==> src/rtl/morse_scheduler_if.sv <==
// morse_scheduler_if: UART-side and generator-side signals of the
// character scheduler; slave = scheduler, master = surrounding logic.
interface morse_scheduler_if #(
  parameter int WORD_BITS = 8
);
  logic [WORD_BITS-1:0] rx_data_i;
  logic                 rx_done_i;
  logic                 flush_i;
  logic [WORD_BITS-1:0] gen_ascii_o;
  logic                 gen_en_o;
  logic                 gen_done_i;
  logic [WORD_BITS-1:0] cur_char_o;
  logic                 busy_o;
  logic                 fifo_empty_o;
  logic                 fifo_full_o;
  logic                 drop_o;

  modport slave (
    input  rx_data_i, rx_done_i, flush_i, gen_done_i,
    output gen_ascii_o, gen_en_o, cur_char_o, busy_o,
    output fifo_empty_o, fifo_full_o, drop_o
  );

  modport master (
    output rx_data_i, rx_done_i, flush_i, gen_done_i,
    input  gen_ascii_o, gen_en_o, cur_char_o, busy_o,
    input  fifo_empty_o, fifo_full_o, drop_o
  );
endinterface

==> src/rtl/morse_scheduler.sv <==
// morse_scheduler: byte FIFO + issue/gap FSM feeding the morse generator.
// Optional MORSE_SCHED_UPCASE_EN folds lowercase letters to uppercase.
module morse_scheduler #(
  parameter int WORD_BITS      = 8,
  parameter int FIFO_ADDR_BITS = 3,
  parameter int UNIT_CYCLES    = 20_000_000,
  parameter int CHAR_GAP_UNITS = 3,
  parameter int WORD_GAP_UNITS = 7
) (
  input  logic clk_i,
  input  logic reset_ni,
  morse_scheduler_if.slave bus
);
  localparam int DEPTH = 1 << FIFO_ADDR_BITS;
  localparam int AW = FIFO_ADDR_BITS;
  localparam int CW =
    (UNIT_CYCLES > 1) ? $clog2(UNIT_CYCLES) : 1;
  localparam int UW = $clog2(WORD_GAP_UNITS + 1);

  typedef enum logic [1:0] {
    S_IDLE,
    S_ISSUE,
    S_WAIT,
    S_GAP
  } state_t;

  state_t               state;
  logic [WORD_BITS-1:0] mem [DEPTH];
  logic [AW-1:0]        wr_ptr;
  logic [AW-1:0]        rd_ptr;
  logic [AW:0]          count;
  logic [AW:0]          count_nx;
  logic [CW-1:0]        cyc;
  logic [UW-1:0]        units;
  logic [UW-1:0]        gap;
  logic                 flush_pend;
  logic                 pop;
  logic                 push;
  logic [WORD_BITS-1:0] head;
  logic [WORD_BITS-1:0] conv;
  logic                 is_space;
  logic                 printable;

  assign head = mem[rd_ptr];
  assign pop  = (state == S_IDLE) && !bus.fifo_empty_o
             && !bus.flush_i;
  assign push = bus.rx_done_i && !bus.flush_i
             && (!bus.fifo_full_o || pop);

`ifdef MORSE_SCHED_UPCASE_EN
  assign conv =
    (head >= WORD_BITS'(8'h61) && head <= WORD_BITS'(8'h7A))
    ? head - WORD_BITS'(8'h20) : head;
`else
  assign conv = head;
`endif

  assign is_space  = conv == WORD_BITS'(8'h20);
  assign printable = conv >= WORD_BITS'(8'h21)
                  && conv <= WORD_BITS'(8'h7E);

  // Next occupancy from the push/pop pair.
  always_comb begin
    count_nx = count;
    unique case ({push, pop})
      2'b10:   count_nx = count + 1'b1;
      2'b01:   count_nx = count - 1'b1;
      default: count_nx = count;
    endcase
  end

  // Queue storage; contents need no reset.
  always_ff @(posedge clk_i) begin
    if (push) mem[wr_ptr] <= bus.rx_data_i;
  end

  // Pointers, occupancy, registered flags and overflow pulse.
  always_ff @(posedge clk_i or negedge reset_ni) begin
    if (!reset_ni) begin
      wr_ptr           <= '0;
      rd_ptr           <= '0;
      count            <= '0;
      bus.fifo_empty_o <= 1'b1;
      bus.fifo_full_o  <= 1'b0;
      bus.drop_o       <= 1'b0;
    end else begin
      bus.drop_o <= bus.rx_done_i && !bus.flush_i
                 && bus.fifo_full_o && !pop;
      if (bus.flush_i) begin
        wr_ptr           <= '0;
        rd_ptr           <= '0;
        count            <= '0;
        bus.fifo_empty_o <= 1'b1;
        bus.fifo_full_o  <= 1'b0;
      end else begin
        if (push) wr_ptr <= wr_ptr + 1'b1;
        if (pop)  rd_ptr <= rd_ptr + 1'b1;
        count            <= count_nx;
        bus.fifo_empty_o <= count_nx == '0;
        bus.fifo_full_o  <= count_nx == (AW+1)'(DEPTH);
      end
    end
  end

  // Issue / handshake / gap sequencer with registered outputs.
  always_ff @(posedge clk_i or negedge reset_ni) begin
    if (!reset_ni) begin
      state           <= S_IDLE;
      cyc             <= '0;
      units           <= '0;
      gap             <= '0;
      flush_pend      <= 1'b0;
      bus.gen_ascii_o <= '0;
      bus.gen_en_o    <= 1'b0;
      bus.cur_char_o  <= '0;
      bus.busy_o      <= 1'b0;
    end else begin
      bus.gen_en_o <= 1'b0;
      unique case (state)
        S_IDLE: begin
          if (pop) begin
            unique case (1'b1)
              is_space: begin
                bus.cur_char_o <= conv;
                gap            <= UW'(WORD_GAP_UNITS);
                cyc            <= '0;
                units          <= '0;
                state          <= S_GAP;
                bus.busy_o     <= 1'b1;
              end
              printable: begin
                bus.gen_ascii_o <= conv;
                bus.cur_char_o  <= conv;
                bus.gen_en_o    <= 1'b1;
                state           <= S_ISSUE;
                bus.busy_o      <= 1'b1;
              end
              default: ;
            endcase
          end
        end
        S_ISSUE: begin
          if (bus.flush_i) begin
            state      <= S_IDLE;
            bus.busy_o <= 1'b0;
            cyc        <= '0;
            units      <= '0;
          end else begin
            state <= S_WAIT;
          end
        end
        S_WAIT: begin
          if (bus.flush_i) flush_pend <= 1'b1;
          if (bus.gen_done_i) begin
            flush_pend <= 1'b0;
            if (flush_pend || bus.flush_i) begin
              state      <= S_IDLE;
              bus.busy_o <= 1'b0;
            end else begin
              gap   <= UW'(CHAR_GAP_UNITS);
              cyc   <= '0;
              units <= '0;
              state <= S_GAP;
            end
          end
        end
        S_GAP: begin
          if (bus.flush_i) begin
            state      <= S_IDLE;
            bus.busy_o <= 1'b0;
            cyc        <= '0;
            units      <= '0;
          end else if (cyc == CW'(UNIT_CYCLES - 1)) begin
            cyc <= '0;
            if (units + UW'(1) == gap) begin
              units      <= '0;
              state      <= S_IDLE;
              bus.busy_o <= 1'b0;
            end else begin
              units <= units + UW'(1);
            end
          end else begin
            cyc <= cyc + CW'(1);
          end
        end
        default: begin
          state      <= S_IDLE;
          bus.busy_o <= 1'b0;
        end
      endcase
    end
  end
endmodule

==> src/flat_wrapper.sv <==
// flat-port wrapper written by rule: the top's interface ports become plain ports
module morse_scheduler_flat 
#(
  parameter int WORD_BITS      = 8,
  parameter int FIFO_ADDR_BITS = 3,
  parameter int UNIT_CYCLES    = 20_000_000,
  parameter int CHAR_GAP_UNITS = 3,
  parameter int WORD_GAP_UNITS = 7
)
  (clk_i, reset_ni, bus_rx_data_i, bus_rx_done_i, bus_flush_i, bus_gen_done_i, bus_gen_ascii_o, bus_gen_en_o, bus_cur_char_o, bus_busy_o, bus_fifo_empty_o, bus_fifo_full_o, bus_drop_o);
  morse_scheduler_if #(.WORD_BITS(WORD_BITS)) bus_i ();
  input  logic clk_i;
  input  logic reset_ni;
  input wire logic [$bits(bus_i.rx_data_i)-1:0] bus_rx_data_i;
  input wire logic [$bits(bus_i.rx_done_i)-1:0] bus_rx_done_i;
  input wire logic [$bits(bus_i.flush_i)-1:0] bus_flush_i;
  input wire logic [$bits(bus_i.gen_done_i)-1:0] bus_gen_done_i;
  output wire logic [$bits(bus_i.gen_ascii_o)-1:0] bus_gen_ascii_o;
  output wire logic [$bits(bus_i.gen_en_o)-1:0] bus_gen_en_o;
  output wire logic [$bits(bus_i.cur_char_o)-1:0] bus_cur_char_o;
  output wire logic [$bits(bus_i.busy_o)-1:0] bus_busy_o;
  output wire logic [$bits(bus_i.fifo_empty_o)-1:0] bus_fifo_empty_o;
  output wire logic [$bits(bus_i.fifo_full_o)-1:0] bus_fifo_full_o;
  output wire logic [$bits(bus_i.drop_o)-1:0] bus_drop_o;
  assign bus_i.rx_data_i = bus_rx_data_i;
  assign bus_i.rx_done_i = bus_rx_done_i;
  assign bus_i.flush_i = bus_flush_i;
  assign bus_i.gen_done_i = bus_gen_done_i;
  assign bus_gen_ascii_o = bus_i.gen_ascii_o;
  assign bus_gen_en_o = bus_i.gen_en_o;
  assign bus_cur_char_o = bus_i.cur_char_o;
  assign bus_busy_o = bus_i.busy_o;
  assign bus_fifo_empty_o = bus_i.fifo_empty_o;
  assign bus_fifo_full_o = bus_i.fifo_full_o;
  assign bus_drop_o = bus_i.drop_o;
  morse_scheduler #(.WORD_BITS(WORD_BITS), .FIFO_ADDR_BITS(FIFO_ADDR_BITS), .UNIT_CYCLES(UNIT_CYCLES), .CHAR_GAP_UNITS(CHAR_GAP_UNITS), .WORD_GAP_UNITS(WORD_GAP_UNITS)) u_core (.clk_i(clk_i), .reset_ni(reset_ni), .bus(bus_i));
endmodule
==> config.mk <==
export PLATFORM = sky130hd
export DESIGN_NAME = morse_scheduler_flat
export DESIGN_NICKNAME = d
export VERILOG_FILES = /design/src/rtl/morse_scheduler_if.sv /design/src/rtl/morse_scheduler.sv /design/src/flat_wrapper.sv
export SDC_FILE = /design/constraint.sdc
export NUM_CORES = 1
export LEC_CHECK = 0
export BUFFER_PORTS_ARGS = -buffer_cell sky130_fd_sc_hd__buf_2
export CORE_UTILIZATION = 50
export DETAILED_ROUTE_END_ITERATION = 8
export GPL_ROUTABILITY_DRIVEN = 0
export PLACE_DENSITY_LB_ADDON = 0.1
export SLEW_MARGIN = 20
export SYNTH_ARGS = -nofsm -noshare
export SYNTH_HDL_FRONTEND = slang
export SYNTH_SLANG_ARGS = --single-unit
==> constraint.sdc <==
create_clock -name clk_i -period 3.4 [get_ports clk_i]
set_input_delay 0.17 -clock clk_i [delete_from_list [all_inputs] [get_ports clk_i]]
set_output_delay 0.17 -clock clk_i [all_outputs]
set_load 0.02 [all_outputs]
==> results of run 1 <==
synth_stat cells, types with 11 or more instances:
cell	instances
o21ai_1	16
dfrtp_1	63
nand4_1	12
nand3_1	16
nor3_1	13
a31oi_1	15
mux4_2	16
edfxtp_1	64
o21ai_0	14
a21oi_1	18
nand2_1	38
inv_1	15
clkbuf_1	11
nor2_1	47
worst max-delay path, delay by kind of cell (launching register included):
kind	cells	cell delay (ns)
AOI/OAI and AO/OA	4	0.85
and+or+nand+nor	2	0.52
xor gates and xnor gates	3	0.50
adders and majority gates	2	0.48
DFF	1	0.38
buffers and inverters	1	0.21
through the flow:
step / cell area, µm² / hold slack, ns / power [µW] / instances
floorplan: 5810 / -0.126 / 2660 / 461
global placement: 6210 / 0.323 / 2950 / 639
detailed placement: 6210 / 0.334 / 2970 / 639
CTS: 6850 / 0.00116 / 4870 / 673
global route: 6860 / 0.0100 / 5040 / 673
finish: 6860 / 0.0215 / 4820 / 673
kinds of logic (layout without fill, tap and decap cells):
logic type	count (synthesis)	count (layout)	synth area share [%]
fa+ha+maj	7	7	1.51
compound gates	92	92	10.3
buf+inv	32	101	2.52
simple gates	157	157	13.5
xor+xnor	11	11	1.66
mux	34	34	9.90
flops	128	128	60.6
area by class of cell:
class | instances | share of cell area [%]
clock buffer | 17 | 6.21
sequential | 128 | 51.4
tap | 143 | 2.61
multi-input combinational | 301 | 31.3
inverter | 15 | 0.821
clock inverter | 14 | 2.76
timing repair buffer | 55 | 4.93
worst paths after layout:
path	startpoint	endpoint	slack (ns)	depth (start not counted)
setup / recovery	u_core.state[1]$_DFFE_PN0P_	u_core.bus.fifo_empty_o$_DFF_PN1_	0.38	12
hold / removal	bus_rx_data_i[7]	u_core.mem[2][7]$_DFFE_PP_	0.02	1
setup reg to reg	u_core.state[1]$_DFFE_PN0P_	u_core.bus.fifo_empty_o$_DFF_PN1_	0.38	12
hold reg to reg	u_core.bus.cur_char_o[0]$_DFFE_PN0P_	u_core.bus.cur_char_o[0]$_DFFE_PN0P_	0.49	1
max in group asynchronous	reset_ni	u_core.bus.fifo_empty_o$_DFF_PN1_	2.20	3
min in group asynchronous	reset_ni	u_core.bus.gen_ascii_o[7]$_DFFE_PN0P_	0.41	2
report_power, final:
part | switching (µW) | total [µW] | leakage, µW | internal [µW]
sequential | 128 | 1920 | 0.00143 | 1790
combinational | 577 | 1020 | 0.00100 | 446
clock | 661 | 1880 | 0.000287 | 1220
total | 1370 | 4820 | 0.00272 | 3460
placed cells by master, fill, tap and decap left out, types with 3 or more instances in the layout:
| cell | n |
|---|---|
| a21o_1 | 3 |
| a21oi_1 | 18 |
| a22o_1 | 3 |
| a31oi_1 | 15 |
| and2_1 | 5 |
| buf_2 | 33 |
| buf_4 | 19 |
| bufinv_16 | 4 |
| clkbuf_16 | 17 |
| clkinvlp_4 | 4 |
| dfrtp_1 | 63 |
| dlygate4sd3_1 | 3 |
| edfxtp_1 | 64 |
| ha_1 | 7 |
| inv_1 | 15 |
| mux2_2 | 7 |
| mux2_4 | 5 |
| mux2i_1 | 5 |
| mux4_2 | 16 |
| nand2_1 | 38 |
| nand3_1 | 16 |
| nand4_1 | 12 |
| nor2_1 | 47 |
| nor3_1 | 13 |
| nor4_1 | 3 |
| o21ai_0 | 14 |
| o21ai_1 | 16 |
| o31ai_1 | 3 |
| or3_1 | 3 |
| xnor2_1 | 4 |
| xor2_1 | 7 |
state kept, by name (all words and copies together), names as in the netlist, 2 cells and up:
name and flops:
u_core.bus.gen_ascii_o 8, u_core.rd_ptr 3, u_core.mem 64, u_core.gap 2, u_core.units 3, u_core.state 2, u_core.count 4, u_core.cyc 25
u_core.bus.cur_char_o 8, u_core.wr_ptr 3
what timing repair did:
item                                    4_1_cts  5_1_grt
endpoints found under the setup margin        0        0
hold buffers                                  3        0
endpoints found under the hold margin        38        0
per-layer routing:
layer  global-route usage (%)  wire length (µm)  vias up  share of wire (%)
met5                        0                10        -              0.082
met4                     8.86                92        2               0.76
met3                     6.40               445        8                3.7
met2                     31.3              5400       71                 44
met1                     31.9              6200     1940                 51
li1                         -                 -     1870                  -
==> flow_summary.json, run 1 <==
{
  "antenna_found_initial": 1,
  "yosysTopAreaCellShare_pct": 33.1,
  "synthToLayoutAreaGrowth_pct": 17.9,
  "outcome": "complete, no violations",
  "critPathKind": "reg2reg",
  "ctsResizeCount": 0,
  "hpwl_mm": 8.10,
  "synth_seq_cells": 128,
  "rsz0062_at_grt": "no",
  "die_area_um2": 12100,
  "port_buffers": 33,
  "wl_mm": 12.1,
  "post_cts_buffers": 0,
  "fin_tns_setup_ns": 0,
  "grt_usage_pct": 22.1,
  "place_ws_ns": 0.383,
  "skew_ns": 0.00886,
  "syn_area_per_cell_um2": 12.6,
  "ys_warn_count": 0,
  "cellLeakagePower_uw": 0.00272,
  "setup_viol": 0,
  "grt_max_degree": 39,
  "nets": 538,
  "fin_crit_sh_pct": 88.9,
  "layout_setup_ws_ns": 0.378,
  "fin_crit_ns": 3.02,
  "worstMarginPinSlew_ns": 0.873,
  "power.density_nw_per_um2": 703,
  "wl_per_cell_um": 18.1,
  "crit_chain": "or3_1 > a21oi_1 > inv_1 > ha_1 > xor2_1 > ha_1 > a21oi_1 > xor2_1 > nor2_1 > xnor2_1 > o21ai_0 > a21oi_1",
  "crit_fanout": 7,
  "grt_pass1_wl_mm": 19.2,
  "crit_top_cell": "a21oi_1",
  "cts_max_level": 4,
  "cts-root-buf": "clkbuf_16",
  "fp-row-count": 39,
  "fin_util_pct": 60.3,
  "grt_pass1_vias": 3680,
  "grt-ovfl-total": 0,
  "max_freq_ghz": 0.331,
  "peakVddDrop_uv": 450,
  "maxCapViolCount": 0,
  "die_h_um": 110,
  "cts_buffers": 17,
  "slew_headroom_pct": 41.8,
  "postRouteAntennaNets": 0,
  "drv_slew": 0,
  "synthFlopType": "edfxtp_1",
  "layout-drive-gt1-share_pct": 22.8,
  "synth_top_area_cell": "edfxtp_1",
  "hold_viol": 0,
  "critPathMaxStageDelay_ns": 0.46,
  "cts_sinks": 128,
  "path_clk_slew_ns": 0.06,
  "clk_latency_ns": 0.42,
  "syn-cell-area_um2": 5810,
  "synthTopCellsByArea": "edfxtp_1 33%, dfrtp_1 27%, mux4_2 6.2%",
  "first_iter_violations": 235,
  "worst-endpoint-required_ns": 3.73,
  "drtPass1Iterations": 4,
  "fp.coreArea_um2": 11400,
  "synth_cells": 461,
  "ys_seq_area_share_pct": 60.6,
  "cts_tree": "yes",
  "vias_per_cell": 5.78,
  "worst_setup_path_end_kind": "flop",
  "seq_area_um2": 3520,
  "clk_path_buf_depth": 2,
  "async_flop_share_pct": 50.0,
  "critPathLaunchType": "flop",
  "drc": 0,
  "antenna_cells": 0,
  "io_pins": 34,
  "synth_fp_nets": 481,
  "floorplan.initialDensity_pct": 51.1,
  "fillers": 915,
  "ys_types": 59,
  "die_x_um": 110,
  "crit_path_top_delay_cell": "or3_1",
  "hp-class": "in2reg",
  "dr_total_vias": 3891,
  "synth_edf_count": 64,
  "crit_arrival_ns": 3.35,
  "multi_input_area_um2": 2140
}
Power figures use the tool's default switching activity.
==> run 2: changes to the inputs <==
--- a/config.mk
+++ b/config.mk
@@ -7,6 +7,7 @@
 export LEC_CHECK = 0
 export BUFFER_PORTS_ARGS = -buffer_cell sky130_fd_sc_hd__buf_2
 export CORE_UTILIZATION = 50
+export CTS_BUF_LIST = sky130_fd_sc_hd__clkbuf_2 sky130_fd_sc_hd__clkbuf_4 sky130_fd_sc_hd__clkbuf_8
 export DETAILED_ROUTE_END_ITERATION = 8
 export GPL_ROUTABILITY_DRIVEN = 0
 export PLACE_DENSITY_LB_ADDON = 0.1
==> run 2 against run 1 <==
Against the previous run:
- clock skew increased by 0.0029 ns
- sequential share of layout area is 0.93 points higher
- die area is the same
- fmax decreased by 0.39%
- total power is 10% lower
- critical path type unchanged
- clock power fell by 26%
- via count hardly changed
- final area fell by 1.8%
- first-iteration DRC count down 16%
==> flow_summary.json, run 2 (same netlist as run 1, synthesis figures left out) <==
{
  "cts-root-buf": "clkbuf_8",
  "top_regs": "u_core.mem x64, u_core.cyc x25",
  "grt_max_degree": 39,
  "cts_max_level": 4,
  "grt_usage_pct": 22.0,
  "max_freq_ghz": 0.330,
  "rsz0062_at_grt": "no",
  "multi_input_area_um2": 2140,
  "fp.coreArea_um2": 11400,
  "power.density_nw_per_um2": 644,
  "worst_setup_path_end_kind": "flop",
  "maxCapViolCount": 0,
  "placed_area_um2": 6210,
  "crit_fanout": 7,
  "clk_latency_ns": 0.44,
  "final_cell_mix": "64 x edfxtp_1, 63 x dfrtp_1, 47 x nor2_1, 38 x nand2_1, 33 x buf_2",
  "drtPass1Iterations": 4,
  "switching_share_pct": 30.1,
  "port_buffers": 33,
  "power.total_uw": 4340,
  "ctsHoldBuffers": 10,
  "fin_crit_sh_pct": 89.2,
  "wl_per_cell_um": 17.7,
  "worst-endpoint-required_ns": 3.75,
  "fin_crit_ns": 3.03,
  "pwr-share-comb_pct": 23.8,
  "pwr-share-clk_pct": 32.1,
  "cellLeakagePower_uw": 0.00267,
  "die_area_um2": 12100,
  "power.switching_uw": 1310,
  "drc": 0,
  "largest_register_ffs": 64,
  "first_iter_violations": 198,
  "grt_pass1_wl_mm": 19.2,
  "worstMarginPinSlew_ns": 0.877,
  "layout_setup_ws_ns": 0.366,
  "antenna_cells": 0,
  "whs_path_depth": 1,
  "hold_viol": 0,
  "die_h_um": 110,
  "final_common_cell": "edfxtp_1",
  "peakVddDrop_uv": 569,
  "synthToLayoutAreaGrowth_pct": 15.8,
  "vias_per_cell": 5.72,
  "slew_headroom_pct": 41.5,
  "critPathKind": "reg2reg",
  "hpwl_mm": 8.10,
  "p_int_uw": 3030,
  "wl_mm": 12.0,
  "fin_tns_setup_ns": 0,
  "post_cts_buffers": 0,
  "grt_pass1_vias": 3714,
  "path_clk_slew_ns": 0.08,
  "cts_tree": "yes",
  "outcome": "complete, no violations",
  "nets": 545,
  "crit_arrival_ns": 3.38,
  "die_x_um": 110,
  "holdWs_ns": 0.0320,
  "drv_slew": 0,
  "cts_sinks": 128,
  "power_frac_seq_pct": 44.1,
  "postRouteAntennaNets": 0,
  "clk_path_buf_depth": 2,
  "skew_ns": 0.0117,
  "antenna_found_initial": 0,
  "hp-class": "in2reg",
  "reg2reg_depth": 12,
  "design_area_um2": 6730,
  "critPathLaunchType": "flop",
  "floorplan.initialDensity_pct": 51.1,
  "grt-ovfl-total": 0,
  "fp-row-count": 39,
  "seq_area_um2": 3520,
  "layout-drive-gt1-share_pct": 22.5,
  "fillers": 930,
  "dr_total_vias": 3890,
  "largest_register": "u_core.mem",
  "place_ws_ns": 0.383,
  "io_pins": 34,
  "setup_viol": 0,
  "cts_buffers": 17,
  "ctsResizeCount": 0
}
==> run 2: changes by cell type in the layout (fill, tap and decap cells not counted) <==
cell | previous run | this run
clkbuf_16 | 17 | 0
dlygate4sd3_1 | 3 | 10
clkbuf_8 | 0 | 17
==> run 2: final cells by class <==
type / count / area share (%)
Multi-Input combinational cell: 301 / 31.8
Clock buffer: 17 / 3.47
Tap cell: 143 / 2.66
Inverter: 15 / 0.836
Clock inverter: 14 / 2.81
Timing Repair Buffer: 62 / 6.06
Sequential cell: 128 / 52.3
==> run 2: critical path, cell delays in order (launching register included) <==
cell     delay (ns)
dfrtp_1        0.38
or3_1          0.46
a21oi_1        0.33
inv_1          0.21
ha_1           0.29
xor2_1         0.18
ha_1           0.19
a21oi_1        0.15
xor2_1         0.15
nor2_1         0.06
xnor2_1        0.17
o21ai_0        0.15
a21oi_1        0.22
==> run 2: through the flow <==
| step | utilization [%] | instances |
|---|---|---|
| floorplan | - | 461 |
| global placement | 54.6 | 639 |
| detailed placement | 54.6 | 639 |
| CTS | 59.2 | 680 |
| global route | 59.2 | 680 |
| finish | 59.2 | 680 |
==> run 2: power by group through the flow <==
stage | clock, µW | combinational (µW) | sequential (µW)
floorplan | 0 | 631 | 2030
global placement | 0 | 1010 | 1940
detailed placement | 0 | 1030 | 1940
CTS | 1430 | 1040 | 1910
global route | 1490 | 1130 | 1940
finish | 1390 | 1030 | 1910
==> run 2: metal layers <==
layer	track usage [%]	part of all wire [%]
met5	0	0
met1	31.9	51
met4	9.14	1.1
met3	5.28	3.4
met2	31.8	45
==> run 2: worst paths after layout <==
kind,end,slack [ns],start
max,u_core.bus.fifo_empty_o$_DFF_PN1_,0.37,u_core.state[1]$_DFFE_PN0P_
min,u_core.mem[3][4]$_DFFE_PP_,0.03,bus_rx_data_i[4]
max reg2reg,u_core.bus.fifo_empty_o$_DFF_PN1_,0.37,u_core.state[1]$_DFFE_PN0P_
min reg2reg,u_core.bus.cur_char_o[7]$_DFFE_PN0P_,0.49,u_core.bus.cur_char_o[7]$_DFFE_PN0P_
max in group asynchronous,u_core.bus.fifo_empty_o$_DFF_PN1_,2.22,reset_ni
min in group asynchronous,u_core.bus.gen_ascii_o[6]$_DFFE_PN0P_,0.38,reset_ni
